--- src/rtl/bus_grant_sched.sv ---
// Round-robin bus-ownership scheduler driving the active-low hex-buffer group enables.
// Optional hold timeout is compiled in when BUS_GRANT_TIMEOUT_EN is defined.
module bus_grant_sched #(
  parameter int unsigned N       = 4,
  parameter int unsigned TURN    = 1,
  parameter int unsigned MAXHOLD = 16
) (
  input  logic         CLK,
  input  logic         RST,
  input  logic [N-1:0] REQ,
  input  logic         LOCK,
  output logic [N-1:0] _G,
  output logic [N-1:0] GNT,
  output logic         BUSY,
  output logic         TMO
);
  localparam int unsigned IW = (N > 1) ? $clog2(N) : 1;

  typedef enum logic [1:0] {IDLE, OWN, GAP} state_t;

  state_t        state_q, state_d;
  logic [IW-1:0] owner_q, owner_d;
  logic [IW-1:0] ptr_q, ptr_d;
  logic [IW-1:0] win, sel;
  logic [2:0]    gap_q, gap_d;
  logic [N-1:0]  gnt_q, gnt_d;
  logic          busy_q, tmo_q, tmo_d;
  logic          any_req, grant, forced;

  // First set request scanning from the priority pointer, wrapping at N.
  always_comb begin : arbiter
    win     = '0;
    sel     = '0;
    any_req = 1'b0;
    for (int unsigned i = 0; i < N; i++) begin
      sel = IW'((32'(ptr_q) + i) % N);
      if (!any_req && REQ[sel]) begin
        any_req = 1'b1;
        win     = sel;
      end
    end
  end

`ifdef BUS_GRANT_TIMEOUT_EN
  localparam int unsigned HW = $clog2(MAXHOLD);
  logic [HW-1:0] hold_q;
  logic          expired;

  // hold_q counts completed OWN cycles and saturates one short of MAXHOLD,
  // so expiry is seen on the edge that closes the MAXHOLD-th OWN cycle.
  assign expired = (hold_q == HW'(MAXHOLD - 1));
  always_ff @(posedge CLK) begin
    if (RST || grant) hold_q <= '0;
    else if (state_q == OWN && !expired) hold_q <= hold_q + 1'b1;
  end

  assign forced = expired && !LOCK && REQ[owner_q] && |(REQ & ~gnt_q);
`else
  assign forced = 1'b0;
`endif

  always_comb begin : next_state
    state_d = state_q;
    owner_d = owner_q;
    ptr_d   = ptr_q;
    gap_d   = gap_q;
    grant   = 1'b0;
    tmo_d   = 1'b0;
    unique case (state_q)
      IDLE: grant = any_req;
      OWN: begin
        if ((!REQ[owner_q] && !LOCK) || forced) begin
          tmo_d   = forced;
          state_d = IDLE;
          if (TURN > 0) begin
            state_d = GAP;
            gap_d   = 3'(TURN);
          end else begin
            grant = any_req;
          end
        end
      end
      GAP: begin
        if (gap_q <= 3'd1) begin
          state_d = IDLE;
          grant   = any_req;
        end else begin
          gap_d = gap_q - 3'd1;
        end
      end
      default: state_d = IDLE;
    endcase
    if (grant) begin
      state_d = OWN;
      owner_d = win;
      ptr_d   = (32'(win) == N - 1) ? '0 : win + IW'(1);
    end
    gnt_d = '0;
    if (state_d == OWN) gnt_d[owner_d] = 1'b1;
  end

  always_ff @(posedge CLK) begin
    if (RST) begin
      state_q <= IDLE;
      owner_q <= '0;
      ptr_q   <= '0;
      gap_q   <= '0;
      gnt_q   <= '0;
      busy_q  <= 1'b0;
      tmo_q   <= 1'b0;
    end else begin
      state_q <= state_d;
      owner_q <= owner_d;
      ptr_q   <= ptr_d;
      gap_q   <= gap_d;
      gnt_q   <= gnt_d;
      busy_q  <= (state_d == OWN);
      tmo_q   <= tmo_d;
    end
  end

  assign GNT  = gnt_q;
  assign _G   = ~gnt_q;
  assign BUSY = busy_q;
  assign TMO  = tmo_q;
endmodule

--- config.mk ---
export PLATFORM = sky130hd
export DESIGN_NAME = bus_grant_sched
export DESIGN_NICKNAME = d
export VERILOG_FILES = /design/src/rtl/bus_grant_sched.sv
export SDC_FILE = /design/constraint.sdc
export NUM_CORES = 1
export LEC_CHECK = 0
export ABC_AREA = 1
export CAP_MARGIN = 40
export CORE_MARGIN = 1
export CORE_UTILIZATION = 35
export DETAILED_ROUTE_END_ITERATION = 10
export GPL_TIMING_DRIVEN = 0
export PLACE_DENSITY = 0.62
export SYNTH_ARGS = -nofsm -noshare
export SYNTH_HDL_FRONTEND = slang
export SYNTH_SLANG_ARGS = --single-unit
--- constraint.sdc ---
create_clock -name CLK -period 2.1 [get_ports CLK]
set_input_delay 0.315 -clock CLK [delete_from_list [all_inputs] [get_ports CLK]]
set_output_delay 0.315 -clock CLK [all_outputs]
set_load 0.01 [all_outputs]
==> results.yml <==
critical_path:
  cp_slowest_cell: "clkdlybuf4s50_1"
  critPathKind: "in2reg"
  crit_path_start_kind: "input pin"
  r2r-end: "GNT[0]$_SDFF_PP0_"
  setup.worst_path.end_class: "register"
  ff2ff_path_depth: 14
  r2r_start: "ptr_q[1]$_SDFFE_PP0N_"
  cp_max_fo: 10
  cpPeakStageDelay_ps: 450
  cp.arrival_ps: 1880
  critical-path-top-delay-family: "simple AND/OR/NAND/NOR gates"
  path_cells: "clkdlybuf4s50_1 > inv_1 > nand2_1 > nand3_1 > nand2_2 > nor2_4 > nand3_2 > nand2_2 > buf_6 > inv_2 > nand2_1 > nand2_1 > nand2_1 > nor2_1"
  critPathRequiredTime_ps: 2280
  crit_path_frequent_cell: "nand2_1"
  r2r_slack_ps: 430
  crit_buf_inv: 4
logic_synthesis:
  ys_seq_area_share_pct: 26.7
  synthFlopType: "dfxtp_1"
  synthesis.instances: 170
  ys_top_cells_by_area: "dfxtp_1 27%, nand2_1 22%, inv_1 8.9%, ha_1 7.1%, nand3_1 6.2%"
  syn_avg_cell_area_um2: 6.18
  synth_top_area_share_pct: 26.7
  synth_fp_nets: 183
  yosys_warnings: 0
  synthArstFlopShare_pct: 0
  yosys-top-cells-count: "62 x nand2_1, 25 x inv_1, 14 x dfxtp_1"
  ys_types: 25
  synth.most_common_cell: "nand2_1"
  ys_ff_latch: 14
  yosysTopAreaCell: "dfxtp_1"
  synth_edf_count: 0
  syn_area_um2: 1050
grt:
  antenna_found_initial: 0
  grt_pass1_wl_um: 3710
  grt_pass1_vias: 938
  grt_usage_pct: 14.6
  grt.overflow.total: 0
  grt_max_degree: 11
cts:
  clkSinkCount: 14
  cts_tree: "done"
  hold_buffers: 0
  clk_pin_slew_ps: 80
  clk_latency_ps: 270
  clock_path_buffers: 2
  numCtsBuffers: 3
  cts_resized: 0
  cts-root-buf: "clkbuf_4"
  post-cts-setup-buffers: 0
  htree_num_levels: 1
floorplan:
  initial_core_util_pct: 37.5
  num_rows: 19
  io_pins: 17
  die_h_um: 56.8
  fp.coreArea_um2: 2810
  dieArea_um2: 3230
  die_x_um: 56.8
worst_hold_path:
  holdPathStages: 2
  worstHoldStart: "RST"
  hold_path_class: "in2reg"
  holdPathEnd: "owner_q[1]$_SDFF_PP0_"
routing:
  post_drt_wl_per_cell_um: 9.51
  drt-total-wl_um: 2080
  dr.pass1.iters: 7
  via_per_inst: 4.61
  met1Wirelength_um: 905
  drt-initial-drc-count: 45
  ant_nets: 0
  dr_wl_met2_um: 1100
  top_layer_used: "met4"
  drc: 2
  vias: 1009
  route.met3.wl_um: 70
timing:
  finClkSkew_ps: 1.85
  slew_violations: 0
  rsz0062_at_grt: "false"
  layout_min_cycle_time_ps: 1710
  postLayoutSetupSlackWorst_ps: 393
  hold_viol: 0
  max_freq_mhz: 586
  min_period_over_period_pct: 81.3
  tns_ps: 0
  finalSetupViolations: 0
cells_and_area:
  drive_gt1_share_pct: 12.8
  fin_nets: 202
  n_fill_cell: 308
  antenna_cells: 0
  area_delta_synth_final_pct: 20.5
  finalInstanceArea_um2: 1270
  fin_util_pct: 45.1
job:
  max_cap_violations: 0
place:
  placed_area_um2: 1230
  pre_cts_slack_ps: 100
  hpwlAfterDp_um: 1730
  io_buffers: 14
  routabilityCongestion: 0.788
run_status:
  violations: "design-rule violations"
  status: "complete, but fails checks"
power:
  p_leak_nw: 0.651
  ir_drop_mv: 0.624
  finalPower_mw: 1.72
  cellPowerDensity_nw_per_um2: 1360
## per-stage QoR
stage / hold slack, ps / cells
after floorplan: 458 / 170
after global placement: 474 / 215
after detailed placement: 483 / 215
after CTS: 398 / 219
after global routing: 424 / 219
final: 394 / 219
## per-layer routing
layer,GRT usage [%],vias up
li1,-,554
met1,16.9,441
met2,27.0,12
met3,3.46,2
met4,3.14,0
met5,0,-
## area by class of cell
| type | instances | area, µm² | share of cell area [%] |
|---|---|---|---|
| Clock buffer | 4 | 36.3 | 2.87 |
| Buffer | 4 | 33.8 | 2.67 |
| Inverter | 28 | 113 | 8.89 |
| Timing Repair Buffer | 14 | 140 | 11.1 |
| Multi-Input combinational cell | 124 | 624 | 49.3 |
| Sequential cell | 14 | 280 | 22.1 |
| Tap cell | 31 | 38.8 | 3.06 |
## logic make-up after synthesis
| group | share of synthesized area (%) |
|---|---|
| adder cells (fa/ha/maj) | 7.14 |
| AND/OR/NAND/NOR | 46.0 |
| AO/OA/AOI/OAI | 5.95 |
| buffers and inverters | 13.9 |
| other | 0.357 |
| flip-flops | 26.7 |
## where the power goes
group	total [mW]	internal (mW)	switching [mW]
clock	0.188	0.105	0.0821
combinational	1.12	0.441	0.676
sequential	0.411	0.354	0.0570
## layout by cell type, fill, tap and decap left out
cell             count
or3_1                1
clkdlybuf4s50_1     14
o21ai_1              1
inv_8                1
nand3_1             13
nor2_1              13
o31ai_1              1
a211oi_1             2
nand2_4              2
inv_2                2
ha_1                 6
buf_4                1
nand4_1              1
clkbuf_4             3
o21ai_0              3
buf_6                2
nand2_2              9
nor3_1               1
nor2_4               2
buf_1                1
nand3b_1             1
inv_1               25
nand2_1             62
conb_1               1
clkbuf_8             1
dfxtp_1             14
nand3_2              1
a21oi_1              4
## sequential cells by signal (all words and copies together), names as in the netlist
signal / count
ptr_q: 2
owner_q: 2
GNT: 4
state_q: 2
gap_q: 3
BUSY: 1
## how the worst max path moves through the flow
stage	start	endpoint	slack, ps	depth (start not counted)
3_3_place_gp	REQ[1]	GNT[2]$_SDFF_PP0_	100	14
6_report	REQ[3]	GNT[0]$_SDFF_PP0_	390	14
2_1_floorplan	ptr_q[0]$_SDFFE_PP0N_	GNT[2]$_SDFF_PP0_	620	15
4_1_cts	REQ[3]	GNT[0]$_SDFF_PP0_	400	14
5_1_grt	REQ[3]	GNT[2]$_SDFF_PP0_	220	14
3_5_place_dp	REQ[3]	GNT[0]$_SDFF_PP0_	100	14
(Power assumes the default switching activity.)
